==> src/rtl/lsu.sv <==
// ---------------------------------------------------------------------------
// lsu -- load/store unit for the execute path
//
// Purpose:
//   Accepts one load or store at a time from the execute stage. It decodes
//   funct3 into an access size and a signedness, checks for illegal encodings,
//   and runs a single word-aligned transaction on the data-memory bus with
//   byte strobes. Load data is lane-shifted and then sign- or zero-extended.
//   A writeback response is presented to the register-file stage.
//
// Configuration macro:
//   LSU_MISALIGN_TRAP_EN
//     defined   : misaligned H/W accesses take the fault path (no bus cycle).
//     undefined : alignment is not checked. The address is forced aligned
//                 for the access size, and only an illegal funct3 faults.
//
// Ports:
//   clk, rst_n        clock (rising edge) and asynchronous active-low reset
//   req_valid/ready   request handshake from execute; ready only while idle
//   req_store         1 = store, 0 = load
//   req_funct3        000 B, 001 H, 010 W, 100 BU, 101 HU
//   req_addr          effective byte address
//   req_wdata         store data (rs2)
//   req_rd            load destination register
//   mem_req           bus request, held until mem_ack
//   mem_we            bus write enable
//   mem_addr          word address (low two bits zero)
//   mem_wstrb         byte-lane strobes
//   mem_wdata         store data replicated across lanes
//   mem_ack           bus completion; read data valid in the same cycle
//   mem_rdata         bus read word
//   resp_valid/ready  writeback handshake
//   resp_we           register write requested (load, no fault, rd != 0)
//   resp_rd           destination register
//   resp_data         extended load data, 0 for stores and faults
//   resp_fault        misaligned access or illegal funct3
// ---------------------------------------------------------------------------
module lsu #(
    parameter int ADDR_W = 32
) (
    input  logic              clk,
    input  logic              rst_n,
    input  logic              req_valid,
    output logic              req_ready,
    input  logic              req_store,
    input  logic [2:0]        req_funct3,
    input  logic [ADDR_W-1:0] req_addr,
    input  logic [31:0]       req_wdata,
    input  logic [4:0]        req_rd,
    output logic              mem_req,
    output logic              mem_we,
    output logic [ADDR_W-1:0] mem_addr,
    output logic [3:0]        mem_wstrb,
    output logic [31:0]       mem_wdata,
    input  logic              mem_ack,
    input  logic [31:0]       mem_rdata,
    output logic              resp_valid,
    input  logic              resp_ready,
    output logic              resp_we,
    output logic [4:0]        resp_rd,
    output logic [31:0]       resp_data,
    output logic              resp_fault
);

    typedef enum logic [1:0] {
        IDLE = 2'd0,
        BUS  = 2'd1,
        RESP = 2'd2
    } state_t;

    localparam logic [1:0] SZ_B = 2'b00;
    localparam logic [1:0] SZ_H = 2'b01;
    localparam logic [1:0] SZ_W = 2'b10;

    state_t state;
    state_t state_next;

    // Decode of the request currently offered on the req_* inputs.
    logic        dec_illegal;
    logic        dec_fault;
    logic [1:0]  dec_size;
    logic [1:0]  dec_off;
    logic [3:0]  dec_wstrb;
    logic [31:0] dec_wdata;
`ifdef LSU_MISALIGN_TRAP_EN
    logic        dec_misaligned;
`endif

    // Latched transaction context.
    logic              store_q;
    logic              unsigned_q;
    logic [1:0]        size_q;
    logic [1:0]        off_q;
    logic              mem_req_q;
    logic              acked_q;
    logic [ADDR_W-1:0] mem_addr_q;
    logic [3:0]        mem_wstrb_q;
    logic [31:0]       mem_wdata_q;

    // Registered writeback response.
    logic        resp_we_q;
    logic [4:0]  resp_rd_q;
    logic [31:0] resp_data_q;
    logic        resp_fault_q;

    // Load extraction from the bus word.
    logic [7:0]  lane_byte;
    logic [15:0] lane_half;
    logic [31:0] load_data;

    // Request decode. The low two funct3 bits give the size (B/H/W). Encoding
    // 11 is never a size. For loads, bit 2 only means "unsigned" for B and H,
    // so 110 is also illegal. Stores have no unsigned forms, so any bit-2
    // encoding is illegal. The byte offset used for lane selection is either
    // the raw address offset (alignment trapped) or the offset rounded down
    // to the access size (alignment forced).
    always_comb begin
        dec_size    = req_funct3[1:0];
        dec_illegal = (req_funct3[1:0] == 2'b11) ||
                      (req_funct3[2] && (req_store || req_funct3[1]));
`ifdef LSU_MISALIGN_TRAP_EN
        dec_off        = req_addr[1:0];
        dec_misaligned = ((dec_size == SZ_H) && req_addr[0]) ||
                         ((dec_size == SZ_W) && (req_addr[1:0] != 2'b00));
        dec_fault      = dec_illegal || dec_misaligned;
`else
        dec_fault = dec_illegal;
        case (dec_size)
            SZ_H:    dec_off = {req_addr[1], 1'b0};
            SZ_W:    dec_off = 2'b00;
            default: dec_off = req_addr[1:0];
        endcase
`endif
    end

    // Store strobes and lane replication. Replicating the data across every
    // lane lets the memory pick bytes purely by strobe, with no shifter on
    // the bus side. Loads drive no strobes and no data.
    always_comb begin
        dec_wstrb = 4'b0000;
        dec_wdata = 32'h0000_0000;
        if (req_store) begin
            case (dec_size)
                SZ_B: begin
                    dec_wstrb = 4'b0001 << dec_off;
                    dec_wdata = {4{req_wdata[7:0]}};
                end
                SZ_H: begin
                    dec_wstrb = dec_off[1] ? 4'b1100 : 4'b0011;
                    dec_wdata = {2{req_wdata[15:0]}};
                end
                default: begin
                    dec_wstrb = 4'b1111;
                    dec_wdata = req_wdata;
                end
            endcase
        end
    end

    // Lane selection and extension of the returned word. This uses the
    // latched offset, so the value is only meaningful while the bus acks.
    always_comb begin
        lane_byte = 8'h00;
        load_data = 32'h0000_0000;
        case (off_q)
            2'd0:    lane_byte = mem_rdata[7:0];
            2'd1:    lane_byte = mem_rdata[15:8];
            2'd2:    lane_byte = mem_rdata[23:16];
            default: lane_byte = mem_rdata[31:24];
        endcase
        lane_half = off_q[1] ? mem_rdata[31:16] : mem_rdata[15:0];
        case (size_q)
            SZ_B:    load_data = unsigned_q ? {24'h000000, lane_byte}
                                            : {{24{lane_byte[7]}}, lane_byte};
            SZ_H:    load_data = unsigned_q ? {16'h0000, lane_half}
                                            : {{16{lane_half[15]}}, lane_half};
            default: load_data = mem_rdata;
        endcase
    end

    // State register. An asynchronous reset abandons any bus transaction in
    // flight. The bus must tolerate the request disappearing.
    always_ff @(posedge clk or negedge rst_n) begin
        if (!rst_n) begin
            state <= IDLE;
        end else begin
            state <= state_next;
        end
    end

    // Next-state and handshake outputs. BUS moves on only after the
    // registered ack flag is set. This gives the captured load data a full
    // cycle to settle into the response register. It also means an ack that
    // arrives after mem_req has dropped can never re-trigger the transition.
    always_comb begin
        state_next = state;
        req_ready  = 1'b0;
        resp_valid = 1'b0;
        case (state)
            IDLE: begin
                req_ready = 1'b1;
                if (req_valid) begin
                    state_next = dec_fault ? RESP : BUS;
                end
            end
            BUS: begin
                if (acked_q) begin
                    state_next = RESP;
                end
            end
            RESP: begin
                resp_valid = 1'b1;
                if (resp_ready) begin
                    state_next = IDLE;
                end
            end
            default: state_next = IDLE;
        endcase
    end

    // Transaction datapath. Every request field is captured at accept, so the
    // execute stage may change its outputs right away. Bus fields are only
    // loaded for a legal access. A fault leaves the bus completely untouched.
    // mem_req drops on the ack edge. Read data is captured only when a
    // request is actually outstanding.
    always_ff @(posedge clk or negedge rst_n) begin
        if (!rst_n) begin
            store_q      <= 1'b0;
            unsigned_q   <= 1'b0;
            size_q       <= 2'b00;
            off_q        <= 2'b00;
            mem_req_q    <= 1'b0;
            acked_q      <= 1'b0;
            mem_addr_q   <= '0;
            mem_wstrb_q  <= 4'b0000;
            mem_wdata_q  <= 32'h0000_0000;
            resp_we_q    <= 1'b0;
            resp_rd_q    <= 5'd0;
            resp_data_q  <= 32'h0000_0000;
            resp_fault_q <= 1'b0;
        end else begin
            case (state)
                IDLE: begin
                    if (req_valid) begin
                        store_q      <= req_store;
                        unsigned_q   <= req_funct3[2];
                        size_q       <= dec_size;
                        off_q        <= dec_off;
                        acked_q      <= 1'b0;
                        resp_rd_q    <= req_rd;
                        resp_data_q  <= 32'h0000_0000;
                        resp_fault_q <= dec_fault;
                        resp_we_q    <= !dec_fault && !req_store && (req_rd != 5'd0);
                        mem_req_q    <= !dec_fault;
                        if (!dec_fault) begin
                            mem_addr_q  <= {req_addr[ADDR_W-1:2], 2'b00};
                            mem_wstrb_q <= dec_wstrb;
                            mem_wdata_q <= dec_wdata;
                        end
                    end
                end
                BUS: begin
                    if (mem_req_q && mem_ack) begin
                        mem_req_q <= 1'b0;
                        acked_q   <= 1'b1;
                        if (!store_q) begin
                            resp_data_q <= load_data;
                        end
                    end
                end
                default: begin
                end
            endcase
        end
    end

    assign mem_req    = mem_req_q;
    assign mem_we     = mem_req_q && store_q;
    assign mem_addr   = mem_addr_q;
    assign mem_wstrb  = mem_wstrb_q;
    assign mem_wdata  = mem_wdata_q;
    assign resp_we    = resp_we_q;
    assign resp_rd    = resp_rd_q;
    assign resp_data  = resp_data_q;
    assign resp_fault = resp_fault_q;

endmodule

==> config.mk <==
export PLATFORM = sky130hd
export DESIGN_NAME = lsu
export DESIGN_NICKNAME = d
export VERILOG_FILES = /design/src/rtl/lsu.sv
export SDC_FILE = /design/constraint.sdc
export NUM_CORES = 1
export LEC_CHECK = 0
export CAP_MARGIN = 0
export CORE_MARGIN = 1.5
export CORE_UTILIZATION = 45
export CTS_BUF_LIST = sky130_fd_sc_hd__clkbuf_4
export DETAILED_ROUTE_END_ITERATION = 8
export PLACE_DENSITY_LB_ADDON = 0.15
export SLEW_MARGIN = 0
export SYNTH_ARGS = -nofsm -noshare
export SYNTH_HDL_FRONTEND = slang
export SYNTH_SLANG_ARGS = --single-unit
==> constraint.sdc <==
create_clock -name clk -period 2.9 [get_ports clk]
set_clock_uncertainty 0.1 [all_clocks]
set_input_delay 0.58 -clock clk [delete_from_list [all_inputs] [get_ports clk]]
set_output_delay 0.58 -clock clk [all_outputs]
set_load 0.02 [all_outputs]
# After elaboration in Yosys (flattened, before gate mapping)
# Cells that the tools add are included.
[totals] mem_bits_rw=0 reg_bits=115 word_cells=77 output_inout_bits=111 latchBits=0 romBits=0 n_memories=0
[op_classes] n_bitwise=1 magnitude_cmp=0 mux=28 div_mod_pow=0 n_addsub=0 shifts=1 n_eq_ne=13 reduce_logical=20 multipliers=0
[ops] operator="32-bit two-way mux" count=6
[ops] operator="32-bit case mux with 2 select lines" count=3
[ops] operator="8-bit case mux with 3 select lines" count=1
[ops] operator="16-bit two-way mux" count=1
[ops] operator="2-bit != test, second input constant" count=5
[ops] operator="3-bit AND reduction" count=3
[ops] operator="2-bit by 1-bit equality test with 1-bit output, second input constant" count=4
[ops] operator="2-bit equality test, second input constant" count=4
[ops] operator="2-bit zero test" count=4
[ops] operator="2-bit two-way mux" count=4
[ops] operator="4-bit two-way mux" count=2
[ops] operator="4-bit case mux with 2 select lines" count=1
[ops] operator="1-bit two-way mux" count=6
[ops] operator="2-bit case mux with 3 select lines" count=1
[ops] operator="1-bit logical AND" count=5
[ops] operator="5-bit nonzero test" count=1
[ops] operator="1-bit case mux with 2 select lines" count=2
[ops] operator="2-bit case mux with 2 select lines" count=1
[ops] operator="4-bit AND reduction" count=1
[ops] operator="1-bit by 2-bit << shifter with 4-bit output, first input constant" count=1
[ops] operator="1-bit zero test" count=2
[ops] operator="1-bit logical OR" count=2
[ops] operator="2-bit AND reduction" count=1
[ops] operator="2-bit nonzero test" count=1
[ops] operator="1-bit inverter" count=1

# Longest topological paths before layout
# Gate-level depths: netlist of run 1.
[logic_depth] ltp_word=7 ltp_mapped=8 mapped_depth_nobuf=6

# Worst setup path after synthesis of run 1
# OpenSTA, ideal clock, no wires.
[synth_timing] path_type="input port to flip-flop" from="input req_funct3[1]" to="register mem_wdata_q[22], in the netlist mem_wdata[22]" t_arrival_ns=2.025 setup_time_ns=0.128 cell_stages=8 setup_slack_ns=0.647 required_ns=2.672 cell_sequence="inv_1 ha_1 clkbuf_1 nor2_1 clkbuf_1 mux2_2 nand2_1 o21ai_0"
[synth_between] elab_chain_cells=5 word_cells_on_any_way=10
[synth_lines] item="start: declaration" line="46" text="input logic [2:0] req_funct3,"
[synth_lines] item="parallel branches: the longest is 5 deep, another holds 32-bit case mux with 2 select lines"
[synth_lines] item="end signal: assignment" line="258" text="mem_wdata_q <= dec_wdata;"
[synth_lines] item="end: declaration" line="98" text="logic [31:0] mem_wdata_q;"
# Parallel ways; which one is timed is not known.
# A chain may end at the register's enable or synchronous reset.

# Worst setup path after layout of run 1
[layout_timing] from="register state[1]" to="output resp_valid"
[layout_between] elab_chain_cells=2
[layout_lines] item="start: declaration" line="75" text="state_t state;"
[layout_lines] item="start signal: assignment" line="187" text="state <= state_next;"
[layout_lines] item="2-bit equality test" line="199" text="case (state)"
[layout_lines] item="1-bit two-way mux" line="199"
[layout_lines] item="end: declaration" line="57" text="output logic resp_valid,"
# Every way passes these cells.

==> results of run 1 <==
-- repair_timing --
action,CTS,global route
hold buffers,1,0
endpoints found under the setup margin,0,0
endpoints found under the hold margin,22,0
-- final timing paths --
check / startpoint / to / slack, ps
worst min-delay path: rst_n / resp_rd[4] / 380
max in group asynchronous: rst_n / mem_wdata[30] / 1530
worst max register to register: state[1] / mem_addr[16] / 700
min in group clk: resp_data[27] / resp_data[27] / 390
worst max-delay path: state[1] / resp_valid / 410
worst min register to register: resp_data[27] / resp_data[27] / 390
-- per-layer routing --
metal,wire length (microns),up-vias
li1,-,2374
met1,6180,2366
met2,7350,196
met3,1180,39
met4,545,0
met5,0,-
-- logic make-up after synthesis --
group / count (synthesis) / synth area share
compound gates: 169 / 0.208
fa+ha+maj: 3 / 0.00684
flops: 115 / 0.524
buf+inv: 52 / 0.0456
other cells: 1 / 0.000683
simple gates: 166 / 0.131
mux: 41 / 0.0834
-- stage by stage --
step | hold slack [ps] | std cells | power (mW) | utilization
floorplan | 184 | 548 | 4.77 | -
global placement | 361 | 884 | 6.53 | 0.652
detailed placement | 370 | 884 | 6.63 | 0.652
CTS | 344 | 917 | 7.88 | 0.677
global route | 377 | 917 | 8.28 | 0.677
finish | 375 | 917 | 7.82 | 0.677
-- cell type report --
type / instances / area [sq um] / area share
Timing Repair Buffer: 235 / 2350 / 0.290
Tap cell: 147 / 184 / 0.0227
Sequential cell: 115 / 2880 / 0.355
Inverter: 7 / 26.3 / 0.00324
Clock inverter: 12 / 139 / 0.0171
Clock buffer: 20 / 150 / 0.0185
Multi-Input combinational cell: 381 / 2380 / 0.293
-- sequential cells by signal, summed over array words and instances, names as in the netlist --
| signal | cells |
|---|---|
| mem_wdata | 32 |
| resp_fault | 1 |
| resp_we | 1 |
| resp_rd | 5 |
| acked_q | 1 |
| store_q | 1 |
| mem_addr | 30 |
| mem_req | 1 |
| mem_wstrb | 4 |
| state | 2 |
| size_q | 2 |
| resp_data | 32 |
| unsigned_q | 1 |
| off_q | 2 |
-- power groups by stage --
stage                     logic, mW  registers (mW)  clock network (mW)
after floorplan                1.42            3.35                   0
final                          3.85            2.75                1.21
after CTS                      3.87            2.75                1.25
after global placement         3.78            2.75                   0
after detailed placement       3.86            2.77                   0
after global routing           4.12            2.85                1.31
-- cell usage in the layout, fill, tap and decap left out, types with 3 or more instances in the layout --
| cell | synthesis | layout |
|---|---|---|
| a222oi_1 | 7 | 7 |
| a32o_1 | 6 | 6 |
| nor3_1 | 9 | 8 |
| clkinv_1 | 1 | 5 |
| nand2b_1 | 3 | 3 |
| buf_4 | 2 | 14 |
| a311o_1 | 7 | 7 |
| inv_1 | 6 | 6 |
| a21oi_1 | 8 | 8 |
| o21a_1 | 3 | 3 |
| bufinv_16 | 0 | 3 |
| o21ai_0 | 89 | 89 |
| and2_1 | 8 | 8 |
| nor2_1 | 25 | 25 |
| mux2i_1 | 3 | 3 |
| dfrtp_1 | 115 | 115 |
| clkbuf_4 | 0 | 20 |
| nand2_1 | 100 | 100 |
| o31ai_1 | 10 | 10 |
| a22o_1 | 12 | 12 |
| nor2b_1 | 12 | 12 |
| buf_12 | 0 | 3 |
| mux2_2 | 38 | 38 |
| clkdlybuf4s50_1 | 0 | 217 |
| ha_1 | 3 | 3 |
| a2bb2oi_1 | 7 | 7 |
| a211oi_1 | 8 | 8 |
| o31ai_2 | 8 | 8 |
==> impl_results.md, run 1 <==
* Outcome: finished, final reports clean
* Critical Path Start Type: flop
* Nets at between 800 and 900
* Fill cells at 959
* Wire per inst at ~17 microns
* WP buf/inv at 1
* Pint at between 4 and 5 mW
* Post-cts resize count at 0
* WP depth at 2
* Setup TNS at 0 ps
* Max Cap Viol at 0
* Crit path max fanout at 11
* Post-Syn Area at between 5000 and 6000 sq um
* Clock latency on the worst-skew pair at around 530 ps
* Die Y at between 100 and 150 microns
* Bufs on Longest Clock Path at 2
* Final ANT Viol Nets at 0
* Hold crit path type: input port to async pin
* Crit path required time at 2220 ps
* Final hold vios at 0
* IO Port Bufs at roughly 220
* Critical Path Sink Type: primary output
* First-pass GRT wire length at around 24 mm
* NetSw at roughly 3.1 mW
* #FFs+latches synth at 115
* Synth warn at 0
* GRT overflow at 0
* H-tree Lvls at 4
* DIE AREA at between 10000 and 15000 sq um
* Setup violations, final at 0
* Syn Inst Count at 547
* Layout area overhead at 47.5%
* Antenna violations before repair at 0
* Top FF cell, synth: dfrtp_1
* Design Area, Final at slightly above 8000 sq um
* CTS sink cnt at between 100 and 150
* Most frequent cell after synthesis: dfrtp_1
* Number of global-route vias before repair at a little over 5000
* Lkg Pwr at about 3.4 nW
* RSZ-0062 raised after global routing: false
* FP Rows at 40
* Met1 usage at 0.286
* Synth area leaders: dfrtp_1 (52%), o21ai_0 (8.1%), mux2_2 (7.8%)
* Ant. Diodes at 0
* Routed WL at 15.3 mm
* Clock share of power at 0.155
* Placement Cell Area at 7800 sq um
* Via density at 5.43
* CP max stage delay at around 600 ps
* CP cell instances: nor2b_1 -> clkdlybuf4s50_1
* Asr flop ratio synth at 1.00
* Largest area contributor in the netlist: dfrtp_1
* Total number of vias at around 5000
* DP HPWL at around 11 mm
* Peak supply drop at 593 uV
* GRT Resource Usage Total at 0.243
* Seq pwr share at 0.352
* Share of cells above drive strength 1 at 0.123
* Synth Area per Inst at roughly 10 sq um
* Register area share after synthesis at 0.524
* Initial Util at 0.459
* Number of synthesized flops with an enable pin at 0
* Comb power frac at 0.493
* Post-route minimum period at ~2500 ps
* Clock transition at the registers of the reported paths at roughly 100 ps
* Post-Place Setup Slack at 124 ps
* Final WS setup at 406 ps
* Critical path type: flop to primary output
* Family with the most delay on the worst path: buffers and inverters
* Fin crit share at 0.860
* Largest net degree at the start of global routing at 56
* Met3 GRT Util at 0.0802
* M2 GR Usage at 0.393
* Root Driver: clkbuf_4
* Synth cell types at 40
* CTS Buf Count at 17
* DRC errors left at 0
* Number of I/O pins at approximately 220
* Post-synth top area share at 0.524
* Top Usage Layer GRT: met2
* Synth top cells by count: dfrtp_1 (115), nand2_1 (100), o21ai_0 (89), mux2_2 (38), clkbuf_1 (29)
* R2R depth at 4
* Power per cell area at around 970 nW/um^2
* Post-CTS setup buffer count at 0
* Die Width at 113 microns
* WP data arrival at around 1800 ps
* Relative slew margins at 0.457
* Max-slew violations at 0
* Sw frac at 0.394
* Core area at roughly 12000 sq um
* DR iter-0 viols at 303
* CTS tree: yes
* Max Clk Rate at roughly 0.40 GHz
* Measured slew at the worst slew-check pin at 815 ps
* 1st-pass router iterations at 5
* RD Place Congestion at 0.837
* Slowest-stage cell, CP: clkdlybuf4s50_1
Power figures use the tool's default switching activity.
==> run 2: changes to the inputs <==
--- a/config.mk
+++ b/config.mk
@@ -9,8 +9,10 @@
 export CORE_MARGIN = 1.5
 export CORE_UTILIZATION = 45
 export CTS_BUF_LIST = sky130_fd_sc_hd__clkbuf_4
+export CTS_CLUSTER_DIAMETER = 40
 export DETAILED_ROUTE_END_ITERATION = 8
 export PLACE_DENSITY_LB_ADDON = 0.15
+export SETUP_SLACK_MARGIN = 0.05
 export SLEW_MARGIN = 0
 export SYNTH_ARGS = -nofsm -noshare
 export SYNTH_HDL_FRONTEND = slang
==> results of run 2 <==
Same layout as run 1: the final DEF is identical, and so are final timing and power.
==> run 3: changes to the inputs <==
--- a/config.mk
+++ b/config.mk
@@ -7,10 +7,11 @@
 export LEC_CHECK = 0
 export CAP_MARGIN = 0
 export CORE_MARGIN = 1.5
-export CORE_UTILIZATION = 45
+export CORE_UTILIZATION = 46
 export CTS_BUF_LIST = sky130_fd_sc_hd__clkbuf_4
 export CTS_CLUSTER_DIAMETER = 40
 export DETAILED_ROUTE_END_ITERATION = 8
+export DONT_BUFFER_PORTS = 1
 export PLACE_DENSITY_LB_ADDON = 0.15
 export SETUP_SLACK_MARGIN = 0.05
 export SLEW_MARGIN = 0
==> run 3 against run 2 <==
  * The flow now finishes with violations (DRC, hold timing)
  * Combinational power fell by 59%
  * Cell area decreased by 28%
  * Power shrank 17%
  * Global-route usage is 1.8 points lower
  * Hold slack got worse by 740 ps
  * Clock power grew 6%
  * Critical path depth increased by 2
  * Clock-buffer cell count shrank 1
  * Sequential power increased by 31%
  * Critical endpoint is now mem_wdata[10]
  * Largest cell class unchanged
  * Highest routed layer unchanged
==> impl_results.md, run 3 (synthesis gave the netlist of run 1 again) <==
* Cells after DPL at 658 (-26%)
* Share of cells above drive strength 1 at 0.162 (+0.0390)
* Total number of vias at 4061 (-18%)
* FP Rows at 39 (-2.5%)
* Violated checks: DRC, hold timing
* Crit path max fanout at 45 (+34)
* H-tree Lvls at 4 (unchanged)
* RD Place Congestion at 0.844 (+0.91%)
* Initial Util at 0.477 (+0.0178)
* Die Y at 112 microns (-1.1%)
* Min Hold Slack at -361 ps (-737 ps)
* Post-route minimum period at 2340 ps (-153 ps)
* DR iter-0 viols at 377 (+24%)
* CTS tree: yes
* Number of I/O pins at 221 (unchanged)
* CTS Hold Buffers Added at 1 (unchanged)
* Post-cts resize count at 0 (unchanged)
* Clock latency on the worst-skew pair at 530 ps (about the same)
* Most common cell after layout, fill and taps aside: dfrtp_1
* Power per cell area at 1100 nW/um^2 (+14%)
* Nets at 648 (-26%)
* Ant. Diodes at 0 (unchanged)
* Hold crit path type: input port to async pin
* GRT Resource Usage Total at 0.225 (-0.0175)
* GRT overflow at 0 (unchanged)
* Setup violations, final at 0 (unchanged)
* Routed WL at 13.7 mm (-10%)
* Largest net degree at the start of global routing at 116 (+110%)
* Measured slew at the worst slew-check pin at 987 ps (+173 ps)
* Lkg Pwr at 2.56 nW (-25%)
* Max Cap Viol at 0 (unchanged)
* DRC errors left at 12 (+12)
* Reg2reg end: mem_wdata[10]
* Outcome: finished, violations left
* Most frequent cells in the layout: dfrtp_1 (115), nand2_1 (100), o21ai_0 (89)
* Root Driver: clkbuf_4
* DP HPWL at 9.67 mm (-14%)
* Max-slew violations at 0 (unchanged)
* Bufs on Longest Clock Path at 2 (unchanged)
* Finished Layout Cells at 691 (-25%)
* RSZ-0062 raised after global routing: false
* Final hold vios at 115 (+115)
* CTS sink cnt at 115 (unchanged)
* Critical Path Start Type: flop
* Clock transition at the registers of the reported paths at 100 ps (about the same)
* Crit path from: state[1]
* R2R depth at 4 (unchanged)
* WP data arrival at 2670 ps (+860 ps)
* Fin crit share at 0.807 (-0.0529)
* Layout area overhead at 6.86%
* Post-CTS setup buffer count at 0 (unchanged)
* DIE AREA at 12600 sq um (-2.1%)
* First-pass GRT wire length at 22.2 mm (-9.1%)
* Crit path required time at 3230 ps (+1010 ps)
* Peak supply drop at 528 uV (-11%)
* 1st-pass router iterations at 7 (+2)
* CTS Buf Count at 17 (unchanged)
* IO Port Bufs at 0 (-100%)
* Footprint of the multi-input gates at 2380 sq um (unchanged)
* FF/Latch Area at 2880 sq um (unchanged)
* Final ANT Viol Nets at 0 (unchanged)
* Wire per inst at 19.8 microns (+19%)
* Core area at 11500 sq um (-3.7%)
* Crit path to: mem_wdata[10]
* Max Clk Rate at 0.427 GHz (+6.6%)
* Fill cells at 1071 (+12%)
* R2r setup slk at 560 ps (-140 ps)
* Relative slew margins at 0.340 (-0.117)
* Critical Path Sink Type: flop
* Die Width at 112 microns (-1.1%)
* Via density at 5.88 (+8.3%)
* Number of global-route vias before repair at 4163 (-17%)
* Antenna violations before repair at 0 (unchanged)
* Critical path type: flop to flop
* RR Startpoint: state[1]
* Setup TNS at 0 ps (unchanged)
[run 3: cell type report]
class / instances / area share
flip-flops and latches: 115 / 0.490
multi-input cells: 381 / 0.405
well taps: 143 / 0.0305
clock inverters: 13 / 0.0281
clock buffers: 19 / 0.0243
repair buffers: 13 / 0.0171
inverters: 7 / 0.00448
[run 3: power by group]
part | internal, mW | switching [mW] | total, mW | leakage, nW
sequential | 2.25 | 1.35 | 3.59 | 1.48
clock | 0.687 | 0.595 | 1.28 | 0.164
combinational | 0.717 | 0.868 | 1.58 | 0.915
total | 3.65 | 2.81 | 6.46 | 2.56
[run 3: per-layer routing]
metal	part of all wire	routed length, microns	vias up	track usage
li1	-	-	1913	-
met1	0.42	5780	1948	0.282
met2	0.45	6210	176	0.341
met3	0.10	1420	24	0.104
met4	0.020	280	0	0.0878
met5	0	0	-	0
[run 3: critical path: stages (launching register included)]
cell and delay (ps):
dfrtp_1 490, or3b_1 460, or3_4 590, buf_4 330, o31ai_1 260
[run 3: how the worst min path moves through the flow]
stage	to	slack [ps]
2_1_floorplan	acked_q	180
3_3_place_gp	resp_data[22]	190
3_5_place_dp	resp_data[20]	190
4_1_cts	store_q	-420
5_1_grt	resp_data[31]	-430
6_report	resp_data[26]	-360
[run 3: stage by stage]
| stage | hold WS, ps | total power, mW | util | setup slack (ps) | instance area (sq um) |
|---|---|---|---|---|---|
| after floorplan | 184 | 4.77 | - | 647 | 5500 |
| after global placement | 187 | 5.16 | 0.482 | 551 | 5550 |
| after detailed placement | 187 | 5.22 | 0.482 | 488 | 5550 |
| after CTS | -419 | 6.52 | 0.510 | 541 | 5870 |
| after global routing | -430 | 6.89 | 0.510 | 397 | 5870 |
| final | -361 | 6.46 | 0.510 | 559 | 5870 |
==> edit: new RTL, config.mk and constraints of run 3 <==
Encoding of `state_t`: now one-hot (3 bits for 3 states).
--- a/src/rtl/lsu.sv
+++ b/src/rtl/lsu.sv
@@ -62,10 +62,10 @@
     output logic              resp_fault
 );
 
-    typedef enum logic [1:0] {
-        IDLE = 2'd0,
-        BUS  = 2'd1,
-        RESP = 2'd2
+    typedef enum logic [2:0] {
+        IDLE = 3'b001,
+        BUS  = 3'b010,
+        RESP = 3'b100
     } state_t;
 
     localparam logic [1:0] SZ_B = 2'b00;
Formal check against the unedited RTL: no difference found for any inputs over 4 cycles, from zero or initial values and one cycle with rst_n low; so few cycles prove little.
==> edit against run 3 <==
The flow still finishes with violations (DRC, hold timing). Routed wire length fell by 2.9%. Sequential cell count rose by 1. Sequential power fell by 5%. Total power fell by 2.3%. Synthesized area fell by 0.23%. Setup slack got worse by 230 ps. Final area rose by 0.94%. Non-clock buffer count fell by 2. Critical path depth rose by 1. Critical path type unchanged.
==> edit: results (changes against run 3) <==
P_leak=2.690 nW (+5.0%); Final Hold Vio Count=116 (+0.87%); Mapped Cells=530 (-3.1%); Root Buffer=clkbuf_4; Total Routing Usage GR=0.2146 (-0.01055); Net count, final=632 (-2.5%); largest stage delay on the critical path=1010 ps (+420 ps); antenna violations before repair=0 (unchanged); status=complete, but fails checks; Reg clk slew, reported paths=100 ps (about the same); slowest stage cell on the critical path=o31a_1; final setup fails=0 (unchanged); worst slew pin tran=1260 ps (+272.3 ps); drt first-iter violations=322 (-15%); Pre-antenna DRT Iters=9 (+2); CTS Hold Bufs=1 (unchanged); residual DRC count=15 (+3); # H-tree levels=4 (unchanged); vias per inst=5.921 (+0.76%); vias in the first global route=4002 (-3.9%); RD Place Congestion=0.8625 (+2.2%); WHS=-341.2 ps (+20.01 ps); Yosys cell types=46 (+15%); adder-cell share of the synthesized area=0.006851 (+0.00001561); YS warnings=0 (unchanged); Compound-Gate Fraction of Synth Area=0.1845 (-0.02350); largest net degree at the start of global routing=117 (+0.86%); Port Buffers=0 (unchanged); Post-DRT Antenna Nets=0 (unchanged); Diodes inserted=0 (unchanged); clock buffer count from CTS=17 (unchanged); Synth top cells by count=dfrtp_1, nand2_1, mux2_2; Synth area leaders=dfrtp_1, mux2_2, nand2_1, o21ai_0, a22oi_1; mux cell area share after synthesis=0.09797 (+0.01458); Hold WC Path Type=in -> async; postcts setup bufs=0 (unchanged); Crit Path Max Fanout=31 (-31%); Top Family by Delay on Critical Path=compound AO/OA/AOI/OAI gates; critical path arrival=2890 ps (+220 ps); clk_lat worst skew=500 ps (-30 ps); Post-CTS Resized=0 (unchanged); Async SR Flop Fraction=1.000 (unchanged); post-DP HPWL=9409 um (-2.7%); clock tree buffer depth=2 (unchanged); first-pass GRT wire length=21180 um (-4.5%); Worst VDD drop=553.7 uV (+4.9%); xor/xnor cell area share of the yosys netlist=0 (unchanged); fill count=1041 (-2.8%); sequential-to-total area share from yosys stat=0.5300 (+0.005992); layout cells sized above 1=0.1786 (+0.01616); failing checks=DRC, hold timing; Post-Route WL=13290 um (-2.9%)
[edit: report_power, final]
part	switching (W)	internal [W]	total, W	leakage (nW)
registers	0.00119	0.00221	0.00341	1.50
logic	0.000832	0.000700	0.00153	1.01
clock network	0.000581	0.000789	0.00137	0.182
total	0.00261	0.00370	0.00631	2.69
[edit: through the flow]
| stage | instances | hold slack, ps | utilization | setup slack (ps) | area [um^2] |
|---|---|---|---|---|---|
| after global placement | 642 | 186.8 | 0.4844 | 449.7 | 5578 |
| after CTS | 675 | -408.5 | 0.5143 | 334.8 | 5923 |
| after floorplan | 531 | 184.4 | - | 640.2 | 5483 |
| after detailed placement | 642 | 186.9 | 0.4844 | 329.5 | 5578 |
| after global routing | 675 | -412.6 | 0.5143 | 102.7 | 5923 |
| final | 675 | -341.2 | 0.5143 | 327.1 | 5923 |
[edit: worst paths after layout]
| kind | start | endpoint | slack, ps | cells past startpoint |
|---|---|---|---|---|
| setup / recovery | state[1] | resp_data[3] | 330 | 5 |
| max in group asynchronous | rst_n | state[0] | 2810 | 0 |
| hold / removal | rst_n | mem_addr[31] | -340 | 0 |
| setup reg to reg | state[1] | resp_data[3] | 330 | 5 |
| hold reg to reg | acked_q | acked_q | 430 | 1 |
| min in group clk | req_rd[4] | resp_rd[4] | 70 | 2 |
[edit: area by class of cell]
type                            count  area [um^2]  share of cell area
Inverter                            9        33.78            0.005703
Sequential cell                   116         2904              0.4903
Clock inverter                     12        185.2             0.03126
Multi-Input combinational cell    364         2374              0.4007
Clock buffer                       20        150.1             0.02535
Tap cell                          143        178.9             0.03021
Timing Repair Buffer               11        97.59             0.01648
[edit: routing by layer]
metal	track usage	vias to the layer above	share of wire
met5	0	-	0
met2	0.3423	175	0.49
met1	0.2579	1932	0.39
met4	0.09198	0	0.016
li1	-	1873	-
met3	0.08747	17	0.10
